--- src/rtl/tone_pkg.sv ---
// ============================================================================
// Module  : tone_pkg
// Brief   : Shared widths, note half-period table and FSM states for the
//           tone channel arbiter.
// Revision: 1.0 - initial release
// ============================================================================
`default_nettype none

package tone_pkg;

    localparam int              PW     = 18;
    localparam logic [PW-1:0]   SILENT = 18'd2;

    // Half-periods in clk cycles for a 50 MHz clock
    localparam logic [PW-1:0] c_note_c3 = 18'd191101;
    localparam logic [PW-1:0] c_note_d3 = 18'd170262;
    localparam logic [PW-1:0] c_note_e3 = 18'd151686;
    localparam logic [PW-1:0] c_note_c4 = 18'd95556;
    localparam logic [PW-1:0] c_note_d4 = 18'd85131;
    localparam logic [PW-1:0] c_note_e4 = 18'd75843;
    localparam logic [PW-1:0] c_note_c5 = 18'd47778;
    localparam logic [PW-1:0] c_note_d5 = 18'd42566;
    localparam logic [PW-1:0] c_note_e5 = 18'd37922;

    typedef enum logic [2:0] {
        IDLE = 3'd0,
        PLAY = 3'd1,
        PEND = 3'd2,
        STOP = 3'd3,
        GAP  = 3'd4
    } tone_state_t;

    function automatic logic is_note(input logic [PW-1:0] period);
        return (period != SILENT) && (period != '0);
    endfunction

endpackage

`default_nettype wire

--- src/rtl/rr_picker.sv ---
// ============================================================================
// Module  : rr_picker
// Brief   : Combinational masked round-robin over indices 1..N_REQ-1; returns
//           the first eligible index at or after the pointer, wrapping.
// Revision: 1.0 - initial release
// ============================================================================
`default_nettype none

module rr_picker
    import tone_pkg::*;
#(
    parameter int N_REQ = 3,
    parameter int IDX_W = 2
) (
    input  logic [N_REQ-1:0] i_eff,
    input  logic [IDX_W-1:0] i_ptr,
    output logic [N_REQ-1:0] o_pick
);

    logic w_found;
    // Index 0 is the fixed-priority requester and never rotates
    logic w_unused;
    assign w_unused = i_eff[0];

    always_comb begin
        o_pick  = '0;
        w_found = 1'b0;
        for (int i = 1; i < N_REQ; i++) begin
            if (!w_found && i_eff[i] && (IDX_W'(i) >= i_ptr)) begin
                o_pick[i] = 1'b1;
                w_found   = 1'b1;
            end
        end
        for (int i = 1; i < N_REQ; i++) begin
            if (!w_found && i_eff[i]) begin
                o_pick[i] = 1'b1;
                w_found   = 1'b1;
            end
        end
    end

endmodule

`default_nettype wire

--- src/rtl/tone_channel_arbiter.sv ---
// ============================================================================
// Module  : tone_channel_arbiter
// Brief   : Shares one square-wave divider between note sources; requester 0
//           preempts, the rest rotate with a minimum hold. Period changes are
//           applied only at a divider wrap. Optional TONE_ARB_GAP_EN inserts
//           a silent gap until the next tick when ownership moves.
// Revision: 1.0 - initial release
// ============================================================================
`default_nettype none

module tone_channel_arbiter
    import tone_pkg::*;
#(
    parameter int            N_REQ    = 3,
    parameter int            PW       = tone_pkg::PW,
    parameter int            MIN_HOLD = 4,
    parameter int            HOLD_W   = 8,
    parameter logic [PW-1:0] SILENT   = tone_pkg::SILENT
) (
    input  logic                clk,
    input  logic                rst,
    input  logic                tick,
    input  logic [N_REQ-1:0]    req_valid,
    input  logic [N_REQ*PW-1:0] req_period,
    input  logic                tone_wrap,
    output logic [PW-1:0]       tone_period,
    output logic                tone_load,
    output logic                tone_en,
    output logic [N_REQ-1:0]    grant,
    output logic                busy
);

    localparam int IDX_W = (N_REQ > 2) ? $clog2(N_REQ) : 1;

    logic [N_REQ-1:0]  w_eff;
    logic [N_REQ-1:0]  w_pick;
    logic [N_REQ-1:0]  w_grant_nxt;
    logic [PW-1:0]     w_per_nxt;
    logic [IDX_W-1:0]  w_ptr_nxt;
    logic              w_own_rot;
    logic              w_own_eff;
    logic              w_peer;

    logic [N_REQ-1:0]  r_grant;
    logic [IDX_W-1:0]  r_ptr;
    logic [HOLD_W-1:0] r_hold;

    tone_state_t       r_state, w_state_nxt;
    logic [PW-1:0]     r_tone_period, w_period_nxt;
    logic [PW-1:0]     r_pend, w_pend_nxt;
    logic              r_tone_load, w_load_nxt;
    logic              r_tone_en, w_en_nxt;
    logic              r_busy, w_busy_nxt;
`ifdef TONE_ARB_GAP_EN
    logic              r_gap, w_gap_nxt;
    logic              w_switch;
`endif

    genvar gi;
    generate
        for (gi = 0; gi < N_REQ; gi++) begin : g_eff
            assign w_eff[gi] = req_valid[gi]
                            && (req_period[gi*PW +: PW] != SILENT)
                            && (req_period[gi*PW +: PW] != '0);
        end
    endgenerate

    assign w_own_rot = (r_grant != '0) && !r_grant[0];
    assign w_own_eff = |(r_grant & w_eff);
    assign w_peer    = |(w_eff & ~r_grant & ~N_REQ'(1));

    // While a rotating owner holds, r_ptr already points just past it
    rr_picker #(
        .N_REQ (N_REQ),
        .IDX_W (IDX_W)
    ) u_rr_picker (
        .i_eff  (w_eff),
        .i_ptr  (r_ptr),
        .o_pick (w_pick)
    );

    always_comb begin
        w_grant_nxt = '0;
        if (w_eff[0]) begin
            w_grant_nxt = N_REQ'(1);
        end else if (w_own_rot && w_own_eff
                     && ((r_hold < HOLD_W'(MIN_HOLD)) || !w_peer)) begin
            w_grant_nxt = r_grant;
        end else begin
            w_grant_nxt = w_pick;
        end
    end

    always_comb begin
        w_per_nxt = '0;
        w_ptr_nxt = r_ptr;
        for (int i = 0; i < N_REQ; i++) begin
            if (w_grant_nxt[i]) begin
                w_per_nxt = req_period[i*PW +: PW];
            end
        end
        for (int i = 1; i < N_REQ; i++) begin
            if (w_grant_nxt[i]) begin
                w_ptr_nxt = (i == N_REQ - 1) ? IDX_W'(1) : IDX_W'(i + 1);
            end
        end
    end

    always_ff @(posedge clk) begin
        if (rst) begin
            r_grant <= '0;
            r_ptr   <= IDX_W'(1);
            r_hold  <= '0;
        end else begin
            r_grant <= w_grant_nxt;
            r_ptr   <= w_ptr_nxt;
            if (w_grant_nxt != r_grant) begin
                r_hold <= '0;
            end else if (tick && w_own_rot && (r_hold != '1)) begin
                r_hold <= r_hold + 1'b1;
            end
        end
    end

    always_comb begin
        w_state_nxt  = r_state;
        w_period_nxt = r_tone_period;
        w_pend_nxt   = r_pend;
        w_load_nxt   = 1'b0;
        w_en_nxt     = r_tone_en;
        w_busy_nxt   = r_busy;
`ifdef TONE_ARB_GAP_EN
        w_gap_nxt    = r_gap;
        w_switch     = (r_grant != '0) && (w_grant_nxt != '0) && (w_grant_nxt != r_grant);
`endif
        case (r_state)
            IDLE: begin
                // Divider is stopped, so a new note can start at once
                if (w_grant_nxt != '0) begin
                    w_period_nxt = w_per_nxt;
                    w_load_nxt   = 1'b1;
                    w_en_nxt     = 1'b1;
                    w_state_nxt  = PLAY;
                end
            end
            PLAY: begin
                if (w_grant_nxt == '0) begin
                    w_state_nxt = STOP;
                end else if ((w_grant_nxt != r_grant) || (w_per_nxt != r_tone_period)) begin
                    w_pend_nxt  = w_per_nxt;
                    w_busy_nxt  = 1'b1;
                    w_state_nxt = PEND;
`ifdef TONE_ARB_GAP_EN
                    w_gap_nxt   = w_switch;
`endif
                end
            end
            PEND: begin
                if (w_grant_nxt == '0) begin
                    w_busy_nxt  = 1'b0;
                    w_state_nxt = STOP;
`ifdef TONE_ARB_GAP_EN
                    w_gap_nxt   = 1'b0;
`endif
                end else if (tone_wrap) begin
`ifdef TONE_ARB_GAP_EN
                    if (r_gap || w_switch) begin
                        w_en_nxt    = 1'b0;
                        w_gap_nxt   = 1'b0;
                        w_state_nxt = GAP;
                    end else
`endif
                    begin
                        w_period_nxt = r_pend;
                        w_load_nxt   = 1'b1;
                        w_pend_nxt   = w_per_nxt;
                        // A change arriving with the wrap stays pending
                        if (w_per_nxt == r_pend) begin
                            w_busy_nxt  = 1'b0;
                            w_state_nxt = PLAY;
                        end
                    end
                end else begin
                    w_pend_nxt = w_per_nxt;
`ifdef TONE_ARB_GAP_EN
                    w_gap_nxt  = r_gap || w_switch;
`endif
                end
            end
            STOP: begin
                if (w_grant_nxt != '0) begin
                    w_pend_nxt  = w_per_nxt;
                    w_busy_nxt  = 1'b1;
                    w_state_nxt = PEND;
                end else if (tone_wrap) begin
                    w_en_nxt    = 1'b0;
                    w_state_nxt = IDLE;
                end
            end
`ifdef TONE_ARB_GAP_EN
            GAP: begin
                if (w_grant_nxt == '0) begin
                    w_busy_nxt  = 1'b0;
                    w_state_nxt = IDLE;
                end else if (tick) begin
                    w_period_nxt = w_per_nxt;
                    w_load_nxt   = 1'b1;
                    w_en_nxt     = 1'b1;
                    w_busy_nxt   = 1'b0;
                    w_state_nxt  = PLAY;
                end
            end
`endif
            default: begin
                w_state_nxt = IDLE;
            end
        endcase
    end

    always_ff @(posedge clk) begin
        if (rst) begin
            r_state       <= IDLE;
            r_tone_period <= SILENT;
            r_pend        <= SILENT;
            r_tone_load   <= 1'b0;
            r_tone_en     <= 1'b0;
            r_busy        <= 1'b0;
`ifdef TONE_ARB_GAP_EN
            r_gap         <= 1'b0;
`endif
        end else begin
            r_state       <= w_state_nxt;
            r_tone_period <= w_period_nxt;
            r_pend        <= w_pend_nxt;
            r_tone_load   <= w_load_nxt;
            r_tone_en     <= w_en_nxt;
            r_busy        <= w_busy_nxt;
`ifdef TONE_ARB_GAP_EN
            r_gap         <= w_gap_nxt;
`endif
        end
    end

    assign tone_period = r_tone_period;
    assign tone_load   = r_tone_load;
    assign tone_en     = r_tone_en;
    assign grant       = r_grant;
    assign busy        = r_busy;

endmodule

`default_nettype wire

--- config.mk ---
export PLATFORM = sky130hd
export DESIGN_NAME = tone_channel_arbiter
export DESIGN_NICKNAME = d
export VERILOG_FILES = /design/src/rtl/tone_pkg.sv /design/src/rtl/rr_picker.sv /design/src/rtl/tone_channel_arbiter.sv
export SDC_FILE = /design/constraint.sdc
export NUM_CORES = 1
export LEC_CHECK = 0
export ABC_AREA = 1
export CAP_MARGIN = 20
export CORE_UTILIZATION = 52
export DETAILED_ROUTE_END_ITERATION = 10
export PLACE_DENSITY = 0.81
export SYNTH_ARGS = -nofsm -noshare
export SYNTH_HDL_FRONTEND = slang
export SYNTH_SLANG_ARGS = --single-unit
export TNS_END_PERCENT = 20
--- constraint.sdc ---
create_clock -name clk -period 4.2 [get_ports clk]
set_clock_uncertainty 0.05 [all_clocks]
set_input_delay 0.84 -clock clk [delete_from_list [all_inputs] [get_ports clk]]
set_output_delay 0.84 -clock clk [all_outputs]
set_load 0.01 [all_outputs]
Yosys cells after proc, flatten, opt, wreduce, memory -nomap -nowiden. Index checks and enable logic that the tools add are counted.

Output and inout port bits: 24. Input port bits: 61. Register bits: 55. Logic and storage cells: 122.

Add/sub/neg operators: 1. Muxes and demuxes: 42. $lt $le $gt $ge: 3. Bitwise operators: 3. Equal/unequal tests: 22. Reduce and logical (&&, ||, !) cells: 42.

Operator list (count): 18-bit two-way mux (9); 18-bit by 2-bit inequality test with 1-bit output, second input constant (3); 18-bit one-hot mux with 3 select lines (1); 18-bit nonzero test (3); 18-bit one-hot mux with 2 select lines (1); 3-bit two-way mux (10); 18-bit == test (1); 18-bit inequality test (1); 1-bit two-way mux (17); 1-bit logical AND (16); 2-bit inequality test, second input constant (8); 3-bit inequality test, second input constant (4); 3-bit one-hot mux with 4 select lines (1); 5-bit AND reduction (2); 3-bit nonzero test (3); 8-bit by 1-bit adder with 8-bit output, second input constant (1); 8-bit by 3-bit < comparator with 1-bit output, second input constant (1); 8-bit inequality test, second input constant (1); 4-bit AND reduction (2); 3-bit AND (2); 3-bit by 2-bit == test with 1-bit output, second input constant (2); 3-bit logical NOT (2); 6-bit AND reduction (1); 2-bit OR reduction (3); other kinds (11) (18).

Logic depth before layout (Yosys ltp). Gate-level depths: netlist of the first run.

Word-level depth: 25. Gate-level depth with buffers: 30. Mapped depth without buffers: 27.

By module. Synthesis of the first run repeated with hierarchy kept, for this count alone.

Cells, all modules: 698. Area, all modules: 4214.0 µm².

By module, submodules not included: tone_channel_arbiter (instances 1, cells each 689, area each 4170.2 µm², seq. area each 1081.0 µm²); rr_picker (instances 1, cells each 9, area each 43.8 µm², seq. area each 0.0 µm²).

Worst setup path before layout of the first run. OpenSTA, ideal clock, no wires.

Kind: input-to-reg. Start: input req_period[9]. End: register r_pend[7]. Setup time: 113 ps. Arrival: 3664 ps. Required time: 4037 ps. Path slack: 373 ps. Buffers on the path: 4. Stages: 25. Path through: nor4_1 -> nand4_1 -> nand2_1 -> inv_2 -> clkbuf_1 -> ha_1 -> inv_1 -> nand3_1 -> nand4_1 -> nand3_4 -> buf_6 -> buf_6 -> a21boi_4 -> nand2_1 -> nor3_2 -> nand2_1 -> nor2_1 -> nand3_2 -> nor2_4 -> nor2_4 -> nand2_4 -> buf_6 -> nand2_1 -> nand2_1 -> nor2_1.

Word-level cells in the longest chain between the ends: 16. Elaborated cells on any way between the ends: 28. Classes of those cells: eq/ne: 7; mux: 10; bitwise: 1; reduce/logical: 10.

RTL lines: from (decl) (RTL line tone_channel_arbiter.sv:24) `input logic [N_REQ*PW-1:0] req_period,`; 18-bit by 2-bit inequality test with 1-bit output (RTL line tone_channel_arbiter.sv:63) `&& (req_period[gi*PW +: PW] != SILENT)`; 1-bit logical AND (RTL line tone_channel_arbiter.sv:63); 1-bit logical AND (RTL line tone_channel_arbiter.sv:64) `&& (req_period[gi*PW +: PW] != '0);`; 3-bit AND (RTL line tone_channel_arbiter.sv:69) `assign w_own_eff = |(r_grant & w_eff);`; 3-bit OR reduction (RTL line tone_channel_arbiter.sv:69); 1-bit logical AND (RTL line tone_channel_arbiter.sv:86) `end else if (w_own_rot && w_own_eff`; 1-bit logical AND (RTL line tone_channel_arbiter.sv:87) `&& ((r_hold < HOLD_W'(MIN_HOLD)) || !w_peer)) begin`; 3-bit two-way mux (RTL line tone_channel_arbiter.sv:86); 3-bit two-way mux (RTL line tone_channel_arbiter.sv:84) `if (w_eff[0]) begin`; 18-bit two-way mux (3 in series) (RTL line tone_channel_arbiter.sv:98) `if (w_grant_nxt[i]) begin`; 18-bit inequality test (RTL line tone_channel_arbiter.sv:149) `end else if ((w_grant_nxt != r_grant) || (w_per_nxt != r_tone_period)) begin`; 1-bit logical OR (RTL line tone_channel_arbiter.sv:149); 2-bit inequality test (no line); 5-bit AND reduction (no line); to (signal assigned) (RTL line tone_channel_arbiter.sv:234) `r_pend <= w_pend_nxt;`; to (decl) (RTL line tone_channel_arbiter.sv:50) `logic [PW-1:0] r_pend, w_pend_nxt;`.

Parallel ways exist; a longest one is shown, timed or not. The select of a mux whose other input is x is not followed. A chain may end at the register's enable or synchronous reset.

Worst setup path after layout of the first run.
Start: input req_period[17]. End: register r_busy, in the netlist busy.

Word-level cells in the longest chain between the ends: 16. Elaborated cells on any way between the ends: 27. Classes of those cells: eq/ne: 9; mux: 7; bitwise: 1; reduce/logical: 10.

RTL lines: 18-bit by 2-bit inequality test with 1-bit output (RTL line tone_channel_arbiter.sv:63); 1-bit logical AND (RTL line tone_channel_arbiter.sv:63); 1-bit logical AND (RTL line tone_channel_arbiter.sv:64); 3-bit AND (RTL line tone_channel_arbiter.sv:69); 3-bit OR reduction (RTL line tone_channel_arbiter.sv:69); 1-bit logical AND (RTL line tone_channel_arbiter.sv:86); 1-bit logical AND (RTL line tone_channel_arbiter.sv:87); 3-bit two-way mux (RTL line tone_channel_arbiter.sv:86); 3-bit two-way mux (RTL line tone_channel_arbiter.sv:84); 18-bit two-way mux (3 in series) (RTL line tone_channel_arbiter.sv:98); 18-bit inequality test (RTL line tone_channel_arbiter.sv:149); 1-bit logical OR (RTL line tone_channel_arbiter.sv:149); 2-bit inequality test (no line); 6-bit AND reduction (no line); to (signal assigned) (RTL line tone_channel_arbiter.sv:237) `r_busy <= w_busy_nxt;`; to (decl) (RTL line tone_channel_arbiter.sv:53) `logic r_busy, w_busy_nxt;`.

Parallel ways exist; a longest one is shown, timed or not.

==> impl_metrics.sql, run 1 <==
INSERT INTO impl_metrics (metric_group, metric, value, unit) VALUES
('run_status', 'outcome', 'completed', ''),
('floorplan', 'num_io_pins', '85', ''),
('finish', 'multiInputGateArea', '2734', 'um2'),
('power', 'power.density', '379.6', 'nW/um2'),
('worst_setup_path', 'timing.critical_path.to_type', 'register', ''),
('finish', 'final_cell_mix', '220 x nand2_1, 97 x buf_4, 82 x nand3_1, 79 x nor2_1, 77 x clkdlybuf4s50_1', ''),
('finish', 'regArea', '1081', 'um2'),
('worst_setup_path', 'worst_r2r_startpoint', 'grant[2]', ''),
('placement', 'portbufs', '84', ''),
('synth', 'synth_seq_area_share', '26.49', '%'),
('synth', 'synth_async_sr_flop_share', '0', '%'),
('worst_setup_path', 'critical_path.most_common_cell', 'nand2_1', ''),
('finish', 'areaGrowthSynthToFinish', '49.72', '%'),
('timing', 'final.period_utilization', '99.39', '%'),
('worst_setup_path', 'critical_path_arrival', '4.41', 'ns'),
('flow_run', 'maxCapViolations', '0', ''),
('worst_setup_path', 'crit_slowest_cell', 'clkdlybuf4s50_1', ''),
('worst_hold_path', 'timing.hold.worst_endpoint', 'tone_en', ''),
('synth', 'syn_inst', '698', ''),
('finish', 'layout.nets', '942', ''),
('synth', 'synth_top_area_share', '26.49', '%'),
('global_routing', 'global_route_wire_length_before_repair', '24580', 'um'),
('worst_setup_path', 'startpoint_type', 'input pin', ''),
('worst_hold_path', 'worstHoldPathCells', '2', ''),
('floorplan', 'die-area', '8207', 'um2'),
('synth', 'number_of_synthesized_flops_with_an_enable_pin', '0', ''),
('drt', 'firstDrtPassIters', '6', ''),
('timing', 'fmaxAchievable', '239.5', 'MHz'),
('clocking', 'clock_tree.buffer_depth', '2', ''),
('floorplan', 'initial_core_util', '55.09', '%'),
('synth', 'netlist_top_cells_area', 'dfxtp_1 26%, nand2_1 21%, nand3_1 11%, nor2_1 7.5%, inv_1 7.2%', ''),
('power', 'static-leakage-power', '3.048', 'nW'),
('finish', 'mostFrequentLayoutCell', 'nand2_1', ''),
('drt', 'detailroute.via_count', '5704', ''),
('clocking', 'numClockSinks', '54', ''),
('placement', 'gpl.final_weighted_congestion', '0.9616', ''),
('drt', 'post_drt_via_cell_ratio', '5.826', ''),
('timing', 'hold_slack', '0.4383', 'ns'),
('clocking', 'clk_latency', '0.34', 'ns'),
('drt', 'drc', '0', ''),
('worst_setup_path', 'critical_path.max_stage_delay', '0.44', 'ns'),
('clocking', 'clock_tree_from_tritoncts', 'done', ''),
('synth', 'synth.distinct_cells', '37', ''),
('power', 'ir_worst_vdd', '0.2455', 'mV'),
('drt', 'antenna_left', '0', ''),
('synth', 'synthesis.area_per_instance', '5.847', 'um2'),
('worst_setup_path', 'crit_required', '4.44', 'ns'),
('clocking', 'tritoncts_buffer_count', '5', ''),
('synth', 'post_synth_instance_area', '4081', 'um2'),
('global_routing', 'grt.overflow.total', '0', ''),
('drt', 'postRouteWirelength', '16350', 'um'),
('timing', 'report.final.slew_viol_count', '0', ''),
('floorplan', 'die-height', '90.60', 'um'),
('worst_hold_path', 'min-delay-start', 'tone_en', ''),
('clocking', 'clock_tree.htree_level_count', '2', ''),
('global_routing', 'grt_max_degree', '24', ''),
('floorplan', 'design.core.area', '7408', 'um2'),
('clocking', 'cts_root_buf', 'clkbuf_8', ''),
('global_routing', 'grt_antenna_before_repair', '0', ''),
('synth', 'ys_warn_count', '0', ''),
('floorplan', 'core.rowCount', '31', ''),
('finish', 'layout.core_utilization', '82.49', '%'),
('global_routing', 'grt_use_total', '37.25', '%'),
('timing', 'final_period_minus_worst_setup_slack', '4.175', 'ns'),
('placement', 'dp_hpwl', '11340', 'um'),
('finish', 'final_design_area_no_fill', '6111', 'um2'),
('timing', 'worst_slew_margin_rel', '40.49', '%'),
('timing', 'worst_slew_pin_slew', '0.8916', 'ns'),
('placement', 'dpl_cell_area', '5662', 'um2'),
('finish', 'n_fill_cell', '480', ''),
('synth', 'synth.net_count', '761', '');
==> through the flow <==
| step | cells | power [mW] | setup TNS, ns | setup WS, ns |
|---|---|---|---|---|
| 4_1_cts | 966 | 2.160 | 0 | 0.04412 |
| 5_1_grt | 979 | 2.433 | -1.323 | -0.1060 |
| 6_report | 979 | 2.319 | 0 | 0.02546 |
| 2_1_floorplan | 698 | 1.339 | 0 | 0.3729 |
| 3_3_place_gp | 956 | 1.771 | -4.878 | -0.2840 |
| 3_5_place_dp | 956 | 1.819 | -7.329 | -0.4239 |
==> registers in the layout, indices dropped and copies added, names as in the netlist <==
signal       flops
tone_en          1
r_hold           8
r_pend          18
grant            3
r_state          2
r_ptr            2
busy             1
tone_load        1
tone_period     18
==> per-layer routing <==
metal	GRT usage, %	wire (um)	up-vias	share of wire, %
li1	-	-	2606	-
met1	43.66	6110	2570	37
met2	65.03	7591	414	46
met3	5.808	1597	114	9.8
met4	19.62	1053	0	6.4
met5	0	0	-	0
==> cell usage after synthesis (2+ instances only) <==
cell type / count
nand2_1: 230
nand3_1: 90
nor2_1: 82
inv_1: 78
dfxtp_1: 54
a21oi_1: 30
a221oi_1: 12
clkbuf_1: 12
nand4_1: 12
o21ai_0: 11
nand3_2: 9
nand2_2: 8
nand3b_1: 8
inv_2: 7
clkinv_1: 6
or2_1: 6
nor3_1: 5
buf_2: 4
buf_6: 4
xor2_1: 4
nor4_1: 3
or2_4: 3
and2_1: 2
ha_1: 2
nor2_4: 2
nor3b_1: 2
or2_2: 2
==> critical path, delay by kind of cell <==
| kind | cells | cell delay [ns] |
|---|---|---|
| compound gates | 1 | 0.13 |
| buf+inv | 8 | 1.25 |
| simple gates | 18 | 2.02 |
| fa+ha+maj | 1 | 0.17 |
==> repair_timing <==
action | CTS | global route
buffers inserted | 2 | 10
hold buffers | 0 | 0
pin swaps | 1 | 19
gates resized for setup | 1 | 54
cloned | 0 | 3
setup endpoints to repair | 17 | 25
==> cell type report <==
class                           count  area share, %
Clock inverter                      3         0.4095
Timing Repair Buffer              192          28.42
Clock buffer                        5          1.126
Tap cell                           99          2.027
Multi-Input combinational cell    535          44.74
Inverter                           91          5.590
Sequential cell                    54          17.69
==> logic make-up after synthesis <==
kind of cell | Yosys count | synth area share, %
buffers and inverters | 112 | 11.25
AO/OA/AOI/OAI | 56 | 8.430
adder cells (fa/ha/maj) | 2 | 0.6130
flip-flops | 54 | 26.49
AND/OR/NAND/NOR | 469 | 52.15
XOR/XNOR | 5 | 1.073
==> how the worst max path moves through the flow <==
stage                     slack (ns)    endpoint  depth (start not counted)           start
after floorplan                 0.37   r_pend[7]                         25   req_period[9]
after CTS                       0.04  r_pend[10]                         27   req_period[9]
after detailed placement       -0.42   r_pend[4]                         28   req_period[7]
after global placement         -0.28   r_pend[3]                         26   req_period[7]
final                           0.03        busy                         28  req_period[17]
after global routing           -0.11        busy                         28  req_period[11]
==> report_power, final <==
| group | switching, mW | internal [mW] | total [mW] |
|---|---|---|---|
| registers | 0.0985 | 0.617 | 0.716 |
| clock network | 0.212 | 0.121 | 0.334 |
| logic | 0.716 | 0.554 | 1.27 |
| total | 1.03 | 1.29 | 2.32 |
Power figures use the tool's default switching activity.
==> inputs of run 2 (changes only) <==
CORE_UTILIZATION = 53   (was 52)
PLACE_DENSITY = 0.82   (was 0.81)
SYNTH_HIERARCHICAL = 1   (was unset)
==> run 2 against run 1 <==
Compared with the run above: critical path depth is 3 lower; routed wire length down 17%; worst setup slack better by 0.20 ns; sequential share of layout area is 2.9 points higher; synthesized area rose by 3.2%; global-route usage down 3.3 points; power is 23% lower; clock-buffer cell count did not move; synthesized cell count fell by 0.14%; register-to-register slack improved by 0.55 ns; sequential power shrank 7.1%; largest power group unchanged.
==> impl_metrics.sql, run 2 <==
INSERT INTO impl_metrics (metric_group, metric, value, unit) VALUES
('run_status', 'outcome', 'completed', ''),
('clocking', 'tritoncts_buffer_count', '5', ''),
('placement', 'gpl.final_weighted_congestion', '0.9803', ''),
('worst_setup_path', 'setup.worst_path.class', 'in2reg', ''),
('floorplan', 'die-area', '8305', 'um2'),
('finish', 'layout.core_utilization', '68.46', '%'),
('clocking', 'clkSlewWorstSetupHoldPaths', '0.11', 'ns'),
('timing', 'final_period_minus_worst_setup_slack', '3.977', 'ns'),
('finish', 'final_design_area_no_fill', '5263', 'um2'),
('worst_setup_path', 'crit_slowest_cell', 'clkdlybuf4s50_1', ''),
('floorplan', 'die-height', '91.13', 'um'),
('power', 'static-leakage-power', '2.442', 'nW'),
('drt', 'drc', '0', ''),
('clocking', 'clock_tree_from_tritoncts', 'done', ''),
('finish', 'insertedDiodeCount', '0', ''),
('placement', 'placed_cell_count', '877', ''),
('synth', 'post_synth_instance_area', '4210', 'um2'),
('worst_setup_path', 'critical_path.most_common_cell', 'nand2_1', ''),
('placement', 'dpl_cell_area', '5169', 'um2'),
('timing', 'finalHoldViolCount', '0', ''),
('flow_run', 'maxCapViolations', '0', ''),
('synth', 'synth.net_count', '759', ''),
('worst_setup_path', 'startpoint_type', 'input pin', ''),
('floorplan', 'design.core.area', '7687', 'um2'),
('drt', 'post_drt_via_cell_ratio', '5.592', ''),
('global_routing', 'grt_pass1_vias', '4762', ''),
('global_routing', 'grt.overflow.total', '0', ''),
('global_routing', 'grt_max_degree', '44', ''),
('clocking', 'clock_tree.htree_level_count', '2', ''),
('finish', 'post_layout_nonfiller_instances', '884', ''),
('worst_setup_path', 'critical_path_arrival', '4.18', 'ns'),
('timing', 'final.period_utilization', '94.69', '%'),
('drt', 'drtIter0Drc', '438', ''),
('timing', 'setup_viol', '0', ''),
('power', 'power.density', '337.8', 'nW/um2'),
('timing', 'fmaxAchievable', '251.5', 'MHz'),
('drt', 'antenna_left', '0', ''),
('finish', 'areaGrowthSynthToFinish', '24.99', '%'),
('finish', 'n_fill_cell', '737', ''),
('global_routing', 'grt_antenna_before_repair', '0', ''),
('floorplan', 'die_w', '91.13', 'um'),
('timing', 'worst_slew_margin_rel', '54.17', '%'),
('synth', 'synthesis.area_per_instance', '6.041', 'um2'),
('clocking', 'clk_latency', '0.32', 'ns'),
('finish', 'regArea', '1081', 'um2'),
('finish', 'mostFrequentLayoutCell', 'nand2_1', ''),
('drt', 'firstDrtPassIters', '5', ''),
('power', 'total_power', '1.778', 'mW'),
('synth', 'syn_inst', '697', ''),
('floorplan', 'initial_core_util', '54.77', '%'),
('clocking', 'clock_tree.buffer_depth', '2', ''),
('worst_setup_path', 'crit_required', '4.40', 'ns'),
('placement', 'dp_hpwl', '10560', 'um'),
('floorplan', 'num_io_pins', '85', ''),
('drt', 'detailroute.via_count', '4943', ''),
('worst_setup_path', 'timing.critical_path.to_type', 'register', ''),
('finish', 'multiInputGateArea', '2645', 'um2'),
('worst_hold_path', 'hold_path.class', 'reg2reg', ''),
('timing', 'report.final.slew_viol_count', '0', ''),
('timing', 'worst_slew_pin_slew', '0.6832', 'ns'),
('finish', 'share_of_post_route_cells_with_drive_strength_above_1', '10.49', '%'),
('floorplan', 'core.rowCount', '32', ''),
('power', 'ir_worst_vdd', '0.2267', 'mV'),
('finish', 'layout.nets', '844', ''),
('placement', 'portbufs', '84', ''),
('worst_setup_path', 'critical_path.max_stage_delay', '0.42', 'ns'),
('synth', 'ys_warn_count', '6', ''),
('clocking', 'cts_root_buf', 'clkbuf_8', ''),
('drt', 'wl_per_cell', '15.41', 'um'),
('timing', 'rsz0062_at_grt', 'no', ''),
('worst_setup_path', 'highest_fanout_seen_on_the_critical_path', '9', ''),
('global_routing', 'global_route_wire_length_before_repair', '22550', 'um'),
('global_routing', 'grt_use_total', '34.00', '%'),
('clocking', 'numClockSinks', '54', ''),
('finish', 'final_cell_mix', '221 x nand2_1, 84 x clkdlybuf4s50_1, 77 x inv_1, 76 x nand3_1, 67 x nor2_1', ''),
('drt', 'postRouteWirelength', '13620', 'um');
## run 2: repair_timing
action	in CTS	in global routing
setup buffers	0	0
gates resized for setup	0	2
endpoints found under the setup margin	0	19
hold buffers	0	0
## run 2: worst paths after layout
kind / slack [ns] / cells past startpoint / end / start
min reg2reg: 0.42 / 2 / tone_en / tone_en
max: 0.22 / 25 / busy / req_period[41]
max reg2reg: 1.13 / 20 / busy / grant[2]
min: 0.42 / 2 / tone_en / tone_en
## run 2: cell type report
type	count	share of cell area [%]
timing repair buffer	105	19.21
clock buffer	5	1.308
inverter	84	5.991
tap	102	2.425
sequential	54	20.54
multi-input combinational	532	50.26
clock inverter	2	0.2615
## run 2: where the power goes
part | internal [mW] | switching, mW | total (mW)
combinational | 0.338 | 0.470 | 0.808
sequential | 0.588 | 0.0770 | 0.665
clock | 0.116 | 0.189 | 0.305
## run 2: routing by layer
| metal | vias to the layer above | wire length (um) | GRT usage (%) |
|---|---|---|---|
| met4 | 0 | 316 | 11.90 |
| met5 | - | 0 | 0 |
| met1 | 2250 | 5675 | 44.28 |
| met2 | 234 | 6605 | 56.88 |
| li1 | 2429 | - | - |
| met3 | 30 | 1021 | 5.360 |
## run 2: critical path: cells and delay by family
| kind | cells | cell delay [ns] |
|---|---|---|
| AO/OA/AOI/OAI | 1 | 0.17 |
| buffers and inverters | 6 | 1.12 |
| AND/OR/NAND/NOR | 18 | 2.00 |
## run 2: stage by stage
step / setup slack, ns / hold WS [ns] / TNS (ns)
3_3_place_gp: 0.03517 / 0.3955 / 0
2_1_floorplan: 0.9224 / 0.3789 / 0
5_1_grt: 0.01327 / 0.4419 / 0
4_1_cts: 0.2533 / 0.4249 / 0
6_report: 0.2232 / 0.4189 / 0
3_5_place_dp: -0.06518 / 0.4119 / -0.9634
